==> src/rtl/io_sched_pkg.sv <==
// Shared types and helpers for the UART IO scheduler.
package io_sched_pkg;

  typedef enum logic [1:0] {
    S_IDLE    = 2'd0,
    S_RD_WAIT = 2'd1,
    S_WR_WAIT = 2'd2
  } state_t;

  // Which kind of IO request went out most recently.
  typedef enum logic {
    LS_READ  = 1'b0,
    LS_WRITE = 1'b1
  } served_t;

  // Requester pointers are sized for the largest supported NREQ and
  // always hold values below the configured NREQ.
  localparam int NREQ_MAX = 4;
  localparam int PTR_W    = $clog2(NREQ_MAX);

  // Advance a round-robin pointer modulo n.
  function automatic logic [PTR_W-1:0] ptr_inc(input logic [PTR_W-1:0] p, input int n);
    return (int'(p) == n - 1) ? '0 : p + 1'b1;
  endfunction

  // First active candidate at or after start (mod n).
  // Result bit PTR_W is the found flag, the low bits the index.
  function automatic logic [PTR_W:0] rr_pick(input logic [NREQ_MAX-1:0] cand,
                                              input logic [PTR_W-1:0]    start,
                                              input int                  n);
    logic [PTR_W:0] res;
    int             idx;
    res = '0;
    for (int k = 0; k < NREQ_MAX; k++) begin
      if (k < n && !res[PTR_W]) begin
        idx = (int'(start) + k) % n;
        if (cand[idx[PTR_W-1:0]]) res = {1'b1, idx[PTR_W-1:0]};
      end
    end
    return res;
  endfunction

endpackage

==> src/rtl/io_txfifo.sv <==
// Byte-wide synchronous FIFO with fall-through head for posted UART writes.
module io_txfifo
  import io_sched_pkg::*;
#(
  parameter int DEPTH = 8
) (
  input  logic                   CLK,
  input  logic                   RSTN,
  input  logic                   push,
  input  logic [7:0]             din,
  input  logic                   pop,
  output logic [7:0]             dout,
  output logic                   full,
  output logic                   empty,
  output logic [$clog2(DEPTH):0] level
);
  localparam int AW = $clog2(DEPTH);

  logic [7:0]  mem [DEPTH];
  logic [AW:0] wptr;
  logic [AW:0] rptr;
  logic        do_push;
  logic        do_pop;

  // The extra pointer bit tells a full FIFO from an empty one.
  assign empty   = (wptr == rptr);
  assign full    = (wptr[AW] != rptr[AW]) && (wptr[AW-1:0] == rptr[AW-1:0]);
  assign level   = wptr - rptr;
  assign dout    = mem[rptr[AW-1:0]];
  assign do_push = push && !full;
  assign do_pop  = pop && !empty;

  // Pointer update; overflowing pushes and underflowing pops are dropped.
  always_ff @(posedge CLK) begin
    if (!RSTN) begin
      wptr <= '0;
      rptr <= '0;
    end else begin
      if (do_push) wptr <= wptr + 1'b1;
      if (do_pop)  rptr <= rptr + 1'b1;
    end
  end

  // Storage write; contents are don't-care until pushed.
  always_ff @(posedge CLK) begin
    if (do_push) mem[wptr[AW-1:0]] <= din;
  end

endmodule

==> src/rtl/io_sched.sv <==
// Shares one byte-wide UART IO buffer between NREQ requesters: writes are
// posted into a TX FIFO, reads are arbitrated round-robin, and a small FSM
// alternates FIFO drains and reads towards the IO buffer.
module io_sched
  import io_sched_pkg::*;
#(
  parameter int NREQ    = 2,
  parameter int TXDEPTH = 8
) (
  input  logic                     CLK,
  input  logic                     RSTN,
  input  logic [NREQ-1:0]          rd_req,
  input  logic [NREQ-1:0]          wr_req,
  input  logic [8*NREQ-1:0]        wr_data,
  output logic [NREQ-1:0]          done,
  output logic [7:0]               rd_data,
  output logic [$clog2(TXDEPTH):0] tx_level,
  output logic                     io_read_req,
  output logic                     io_write_req,
  output logic [7:0]               io_din,
  input  logic                     io_ready,
  input  logic                     io_done,
  input  logic [7:0]               io_dout
);

  state_t             state;
  state_t             state_nxt;
  served_t            last_served;

  logic [PTR_W-1:0]    wr_ptr;
  logic [PTR_W-1:0]    rd_ptr;
  logic [PTR_W-1:0]    rd_owner;
  logic [PTR_W-1:0]    wr_idx;
  logic [PTR_W-1:0]    rd_idx;
  logic [PTR_W:0]      wr_pick;
  logic [PTR_W:0]      rd_pick;
  logic [NREQ_MAX-1:0] wr_cand;
  logic [NREQ_MAX-1:0] rd_cand;
  logic                wr_found;
  logic                rd_found;

  logic                rd_inflight;
  logic                rd_hold;
  logic                rd_ret;
  logic                rd_fin;
  logic                rd_block;
  logic                rd_pending;

  logic [NREQ-1:0]     done_nxt;
  logic                push;
  logic                pop;
  logic [7:0]          push_byte;
  logic [7:0]          fifo_head;
  logic                fifo_full;
  logic                fifo_empty;

  logic                want_wr;
  logic                want_rd;
  logic                issue_wr;
  logic                issue_rd;

  io_txfifo #(
    .DEPTH (TXDEPTH)
  ) u_txfifo (
    .CLK   (CLK),
    .RSTN  (RSTN),
    .push  (push),
    .din   (push_byte),
    .pop   (pop),
    .dout  (fifo_head),
    .full  (fifo_full),
    .empty (fifo_empty),
    .level (tx_level)
  );

  // Candidate masks: a requester showing done this cycle is not served again,
  // and a requester asking for both is treated as a writer until it drops wr_req.
  always_comb begin
    wr_cand = '0;
    rd_cand = '0;
    wr_cand[NREQ-1:0] = wr_req & ~done;
    rd_cand[NREQ-1:0] = rd_req & ~wr_req & ~done;
  end

  assign wr_pick  = rr_pick(wr_cand, wr_ptr, NREQ);
  assign rd_pick  = rr_pick(rd_cand, rd_ptr, NREQ);
  assign wr_found = wr_pick[PTR_W];
  assign wr_idx   = wr_pick[PTR_W-1:0];
  assign rd_found = rd_pick[PTR_W];
  assign rd_idx   = rd_pick[PTR_W-1:0];
  assign push     = wr_found && !fifo_full;

  // A returned read byte is delivered unless a write post completes for the
  // same requester this cycle; then it is held one cycle so each done is distinct.
  assign rd_ret     = (state == S_RD_WAIT) && io_done;
  assign rd_fin     = rd_ret || rd_hold;
  assign rd_block   = push && (wr_idx == rd_owner);
  assign rd_pending = rd_inflight && !rd_hold;

  // Byte of the selected writer.
  always_comb begin
    push_byte = 8'h00;
    for (int i = 0; i < NREQ; i++) begin
      if (int'(wr_idx) == i) push_byte = wr_data[8*i +: 8];
    end
  end

  // Completion pulses for posted writes and finished reads.
  always_comb begin
    done_nxt = '0;
    for (int i = 0; i < NREQ; i++) begin
      if (push && int'(wr_idx) == i)                  done_nxt[i] = 1'b1;
      if (rd_fin && !rd_block && int'(rd_owner) == i) done_nxt[i] = 1'b1;
    end
  end

  // Requester-side registers: write pointer, done pulses and read data.
  always_ff @(posedge CLK) begin
    if (!RSTN) begin
      wr_ptr  <= '0;
      done    <= '0;
      rd_data <= 8'h00;
    end else begin
      done <= done_nxt;
      if (push)   wr_ptr  <= ptr_inc(wr_idx, NREQ);
      if (rd_ret) rd_data <= io_dout;
    end
  end

  // Read arbitration: latch one owner at a time, advance rd_ptr on completion.
  always_ff @(posedge CLK) begin
    if (!RSTN) begin
      rd_inflight <= 1'b0;
      rd_hold     <= 1'b0;
      rd_owner    <= '0;
      rd_ptr      <= '0;
    end else if (rd_fin) begin
      if (rd_block) begin
        rd_hold <= 1'b1;
      end else begin
        rd_hold     <= 1'b0;
        rd_inflight <= 1'b0;
        rd_ptr      <= ptr_inc(rd_owner, NREQ);
      end
    end else if (!rd_inflight && rd_found) begin
      rd_inflight <= 1'b1;
      rd_owner    <= rd_idx;
    end
  end

  // With both kinds pending, serve the kind not served last time.
  assign want_wr = !fifo_empty && (!rd_pending || last_served == LS_READ);
  assign want_rd = rd_pending && (fifo_empty || last_served == LS_WRITE);

  // FSM state register.
  always_ff @(posedge CLK) begin
    if (!RSTN) state <= S_IDLE;
    else       state <= state_nxt;
  end

  // FSM next state.
  always_comb begin
    state_nxt = state;
    case (state)
      S_IDLE: begin
        if (io_ready) begin
          if (want_wr)      state_nxt = S_WR_WAIT;
          else if (want_rd) state_nxt = S_RD_WAIT;
        end
      end
      S_RD_WAIT: if (io_done) state_nxt = S_IDLE;
      S_WR_WAIT: if (io_done) state_nxt = S_IDLE;
      default:   state_nxt = S_IDLE;
    endcase
  end

  // FSM output decode: at most one IO request per idle cycle with io_ready.
  always_comb begin
    issue_wr = 1'b0;
    issue_rd = 1'b0;
    if (state == S_IDLE && io_ready) begin
      if (want_wr)      issue_wr = 1'b1;
      else if (want_rd) issue_rd = 1'b1;
    end
  end

  assign pop = issue_wr;

  // Registered IO request strobes, outgoing byte and last-served kind.
  always_ff @(posedge CLK) begin
    if (!RSTN) begin
      io_read_req  <= 1'b0;
      io_write_req <= 1'b0;
      io_din       <= 8'h00;
      last_served  <= LS_READ;
    end else begin
      io_read_req  <= issue_rd;
      io_write_req <= issue_wr;
      if (issue_wr) begin
        io_din      <= fifo_head;
        last_served <= LS_WRITE;
      end else if (issue_rd) begin
        last_served <= LS_READ;
      end
    end
  end

endmodule

==> config.mk <==
export PLATFORM = sky130hd
export DESIGN_NAME = io_sched
export DESIGN_NICKNAME = d
export VERILOG_FILES = /design/src/rtl/io_sched_pkg.sv /design/src/rtl/io_txfifo.sv /design/src/rtl/io_sched.sv
export SDC_FILE = /design/constraint.sdc
export NUM_CORES = 1
export LEC_CHECK = 0
export BUFFER_PORTS_ARGS = -buffer_cell sky130_fd_sc_hd__buf_2
export CORE_MARGIN = 5
export CORE_UTILIZATION = 55
export DETAILED_ROUTE_END_ITERATION = 10
export GPL_TIMING_DRIVEN = 0
export PLACE_DENSITY = 0.77
export SLEW_MARGIN = 15
export SYNTH_ARGS = -nofsm -noshare
export SYNTH_HDL_FRONTEND = slang
export SYNTH_SLANG_ARGS = --single-unit
==> constraint.sdc <==
create_clock -name CLK -period 3.8 [get_ports CLK]
set_clock_uncertainty 0.05 [all_clocks]
set_input_delay 0 -clock CLK [delete_from_list [all_inputs] [get_ports CLK]]
set_output_delay 0 -clock CLK [all_outputs]
set_load 0.005 [all_outputs]
======== After elaboration in Yosys (flattened, before gate mapping) ========
Memory sizes are Yosys's and may differ from the RTL's. A register that Yosys moved wholly into a read port is not among the register bits.
Cells that the tools add are included.
W data, S select, Z words.
word-level totals
  bits in latches ......................... 0
  memory bits (writable) .................. 64
  memories kept ........................... 1
  word-level logic and storage cells ...... 123
  register bits ........................... 29
  ROM bits ................................ 0
  output and inout bits ................... 24
memory list
  name          depth  width  read ports  clocked after memory_dff  write ports  RTL line         source
  u_txfifo.mem  8      8      1           1                         1            io_txfifo.sv:19  logic [7:0] mem [DEPTH];
operators by class
  add/sub/neg operators ................... 7
  reduce and logical (&&, ||, !) cells .... 36
  bitwise operators ....................... 10
  multiply operators ...................... 0
  magnitude comparators ................... 4
  div/mod/pow operators ................... 0
  shifts and indexed selects .............. 0
  equality and inequality tests ........... 12
  muxes and demuxes ....................... 40
operators with widths
  operator               count
  $mux W1                25
  $mux W3                6
  $logic_and A1 B1 Y1    16
  $mux W8                2
  $add A4 B1 Y4 const B  2
  $mux W2                4
  $logic_not A1 Y1       7
  $and A2 B2 Y2          3
  $eq A2 B2 Y1 const B   3
  $logic_not A2 Y1       3
  $lt A1 B3 Y1 const B   2
  $lt A2 B3 Y1 const B   2
  $reduce_and A2 Y1      3
  $add A1 B1 Y1 const B  4
  $bmux W1 S2            2
  $eq A4 B4 Y1           1
  $ne A2 B2 Y1 const B   2
  $not A2 Y2             2
  $pmux W2 S2            1
  $reduce_bool A2 Y1     2
  $sub A4 B4 Y4          1
  $eq A3 B3 Y1           1
  $logic_or A1 B1 Y1     3
  $ne A3 B3 Y1 const B   1
  other kinds (8)        11

======== Logic depth before layout (Yosys ltp) ========
  word-level depth ........................ 13
  gate-level depth with buffers ........... 9

======== Cells and area by module ========
From an unflattened synthesis, not the netlist that was laid out.
unflattened totals
  cells, all modules ...................... 317
  area, all modules ....................... 4455.5 um^2
by module, submodules not included
  module     times used  area an instance (um^2)  cells each
  io_txfifo  1           3111.7                   168
  io_sched   1           1343.8                   149

======== Least setup slack after synthesis ========
No wires, ideal clock.
  kind .................................... reg-to-reg
  start ................................... register u_txfifo.rptr[2]
  end ..................................... memory u_txfifo.mem[0][0] (enable)
  cell stages (with the launch flop) ...... 9
  library setup time ...................... 395 ps
  arrival time ............................ 2500 ps
  data required time ...................... 3355 ps
  setup slack ............................. 856 ps
  cells stage by stage .................... dfxtp_1 clkbuf_1 buf_2 inv_1 ha_1 nand3_1 o22ai_1 buf_2 nor4_1
on the way
  word-level cells in the longest chain between the ends .. 7
ends and longest elaborated chain
  element                            RTL line                         source
  start, declared                    io_txfifo.sv:21                  logic [AW:0] rptr;
  start signal, assigned             io_txfifo.sv:40                  if (do_pop) rptr <= rptr + 1'b1;
  $eq A3 B3 Y1 (*)                   io_txfifo.sv:27                  assign full = (wptr[AW] != rptr[AW]) && (wptr[AW-1:0] == rptr[AW-1:0]);
  $logic_and A1 B1 Y1 (*)            io_txfifo.sv:27
  $logic_not A1 Y1 (*)               io_txfifo.sv:30, io_sched.sv:91
  $logic_and A1 B1 Y1                io_sched.sv:91                   assign push = wr_found && !fifo_full;
  $logic_and A1 B1 Y1 (*)            io_txfifo.sv:30                  assign do_push = push && !full;
  $mux W1 (*)                        io_txfifo.sv:46                  if (do_push) mem[wptr[AW-1:0]] <= din;
  $mux W1 (not written as such) (*)  io_txfifo.sv:46
  end, declared                      io_txfifo.sv:19
Mark *: on every way between the ends. The rest lies on a longest branch, timed or not.

======== Worst setup path in the final report ========
  start ................................... register u_txfifo.rptr[2]
  end ..................................... memory u_txfifo.mem[7][7] (enable)
Same word-level chain as after synthesis.

==> qor.yml <==
status:
  status: "complete, no violations"
worst_setup_path:
  slowest_delay_ns: 0.81
  crit_path_start: "u_txfifo.rptr[2]"
  critical_path_arrival_ns: 3.26
  cp-start-kind: "register"
  r2r_start: "u_txfifo.rptr[2]"
  worstPathMaxFanout: 10
  critPathSlowestCell: "nor2_1"
  crit_type: "register to register"
  required_ns: 3.73
  cp-end-kind: "register"
  cp_cell_sequence: "clkbuf_1 -> buf_2 -> inv_1 -> ha_1 -> nand3_1 -> o221ai_1 -> nor2_1"
final_layout:
  fin_area_um2: 4970
  n_fill_cell: 534
  synthToLayoutAreaGrowth_pct: 19.89
  final_util_pct: 68.15
  drive_above_1_share_pct: 28.03
  final_cell_mix: "64 x edfxtp_1, 59 x buf_2, 36 x dfxtp_1"
  nets: 431
  antenna_cells: 0
  final_common_cell: "edfxtp_1"
global_route:
  overflow: 0
  grt_pass1_wl_um: 14160
  grtUsageMet2_pct: 31.90
  grt_usage_pct: 19.19
  grt_max_degree: 18
  top_usage_layer: "met2"
  antenna_found_initial: 0
  grtUsageMet1_pct: 24.93
  grt_util_met3_pct: 4.173
  grt_pass1_vias: 2742
yosys:
  ys_ff_latch: 100
  syn_inst: 306
  synthesis.nets: 346
  synth_top_area_share_pct: 46.36
  synthTopCellsByArea: "edfxtp_1 46%, dfxtp_1 17%, mux4_2 8.7%"
  syn-mean-instance-area_um2: 13.55
  yosys.area.top_type: "edfxtp_1"
  yosysWarnings: 0
  ys_types: 41
  synth_seq_area_share_pct: 63.75
  netlist_area_um2: 4145
min_path:
  worst_hold_path_type: "input pin to register"
  hp-start: "wr_data[7]"
placed_design:
  place_hpwl_um: 5905
  portBuffers: 54
  pre_cts_ws_ns: 0.5011
  place_congestion: 0.8487
  dpl_cell_area_um2: 4601
sta:
  finalCritPeriodShare_pct: 87.75
  finalHoldViolCount: 0
  max_slew.worst_pin.slew_ns: 0.9304
  finalCriticalPeriod_ns: 3.334
  max_freq_mhz: 299.9
  rsz0062_at_grt: "false"
  setup_ws_ns: 0.4655
  tns_ns: 0
  setup_viol: 0
  slew_viol_final: 0
  max-slew-margin-rel_pct: 37.74
clocking:
  cts_hold_buf: 17
  clkTransAtPathRegs_ns: 0.10
  clk_path_buf_depth: 2
  post_cts_buffers: 0
  ctsResizeCount: 0
  htreeDepth: 3
  clock-sinks: 100
  worstSkewPairLatency_ns: 0.35
  numCtsBuffers: 9
  cts_tree: "done"
  root_buffer: "clkbuf_8"
power:
  fin_total_pwr_mw: 2.820
  powerDensity_nw_per_um2: 567.4
  irDropWorstVdd_mv: 0.3059
  p_leak_nw: 1.839
floorplan:
  die_w_um: 96.82
  num_rows: 31
  initial_core_util_pct: 56.85
  coreArea_um2: 7292
  io_pins: 56
  die-area_um2: 9373
  die_h_um: 96.82
drt:
  drt-initial-drc-count: 184
  first_pass_iters: 4
  totalWireLength_um: 8572
  viasPerCell: 5.495
  route.detailed.drc: 0
  antenna_left: 0
  drt-wirelength-per-cell_um: 17.32
  vias: 2720
flow_run:
  maxCapViolCount: 0
[through the flow]
step | std cells | hold WS (ns)
after floorplan | 306 | 0.09749
after global placement | 459 | 0.2061
after detailed placement | 462 | 0.2125
after CTS | 495 | 0.001082
after global routing | 495 | 0.01832
final | 495 | 0.009977
[Yosys cell counts]
| cell | instances |
|---|---|
| o22ai_1 | 1 |
| o221ai_1 | 1 |
| a21oi_1 | 17 |
| edfxtp_1 | 64 |
| xnor2_1 | 5 |
| nor2_1 | 7 |
| nor4_1 | 5 |
| o21a_1 | 1 |
| nor3_1 | 4 |
| o21ai_0 | 14 |
| o311ai_0 | 1 |
| nand3_1 | 11 |
| and2_1 | 2 |
| buf_4 | 2 |
| clkbuf_1 | 8 |
| o31ai_1 | 3 |
| clkinv_1 | 1 |
| o21ai_1 | 1 |
| or3_1 | 3 |
| mux2_2 | 8 |
| a221oi_2 | 1 |
| mux2i_1 | 4 |
| nor3b_1 | 2 |
| a31oi_1 | 9 |
| a21o_1 | 3 |
| nand2_1 | 34 |
| nor2b_1 | 3 |
| inv_1 | 12 |
| buf_2 | 5 |
| fa_1 | 1 |
| xor2_1 | 1 |
| a311oi_1 | 1 |
| xnor2_2 | 1 |
| and3_1 | 2 |
| nand4_1 | 1 |
| dfxtp_1 | 36 |
| nand2b_1 | 6 |
| a221o_1 | 1 |
| a221oi_1 | 1 |
| ha_1 | 7 |
| mux4_2 | 16 |
[registers in the layout (all words and copies together) (netlist names), 2 cells and up]
register       flops
u_txfifo.mem      64
state              2
io_din             8
u_txfifo.wptr      4
rd_data            8
u_txfifo.rptr      4
done               2
[cells by family (layout without fill, tap and decap cells)]
| logic type | after synthesis | in the layout | share of synthesized area [%] |
|---|---|---|---|
| AO/OA/AOI/OAI | 55 | 55 | 8.089 |
| flip-flops | 100 | 100 | 63.75 |
| AND/OR/NAND/NOR | 80 | 80 | 9.206 |
| buffers and inverters | 28 | 118 | 2.867 |
| multiplexers | 28 | 28 | 11.83 |
| XOR/XNOR | 7 | 7 | 1.660 |
| adder cells (fa/ha/maj) | 8 | 8 | 2.596 |
[worst paths after layout]
check | end | slack (ns) | cells after the start
setup / recovery | u_txfifo.mem[7][7] | 0.47 | 7
hold reg to reg | rd_data[2] | 0.41 | 2
hold / removal | u_txfifo.mem[3][7] | 0.01 | 2
setup reg to reg | u_txfifo.mem[7][7] | 0.47 | 7
[worst max-delay path, delay by kind of cell, from the launching register on]
| family | cells | cell delay [ns] |
|---|---|---|
| AND/OR/NAND/NOR | 2 | 0.96 |
| adder cells (fa/ha/maj) | 1 | 0.36 |
| buffers and inverters | 3 | 0.97 |
| flip-flops | 1 | 0.32 |
| AO/OA/AOI/OAI | 1 | 0.29 |
[layout make-up]
| class | count | area, µm² | area share [%] |
|---|---|---|---|
| flip-flops and latches | 100 | 2643 | 53.17 |
| multi-input cells | 178 | 1423 | 28.63 |
| repair buffers | 74 | 462.9 | 9.315 |
| clock buffers | 11 | 131.4 | 2.644 |
| well taps | 99 | 123.9 | 2.492 |
| plain buffers | 15 | 70.07 | 1.410 |
| clock inverters | 5 | 67.56 | 1.360 |
| inverters | 13 | 48.80 | 0.9819 |
[report_power, final]
part           switching, mW  total [mW]  leakage (nW)  internal (mW)
Clock                  0.369       0.685         0.100          0.316
Combinational          0.417       0.785         0.862          0.368
Sequential            0.0644        1.35         0.877           1.29
Total                  0.850        2.82          1.84           1.97
[per-layer routing]
metal,up-vias,part of all wire (%)
met5,-,0
met4,0,1.6
met3,10,6.3
met2,80,50
met1,1312,42
li1,1318,-
Power figures use the tool's default switching activity.
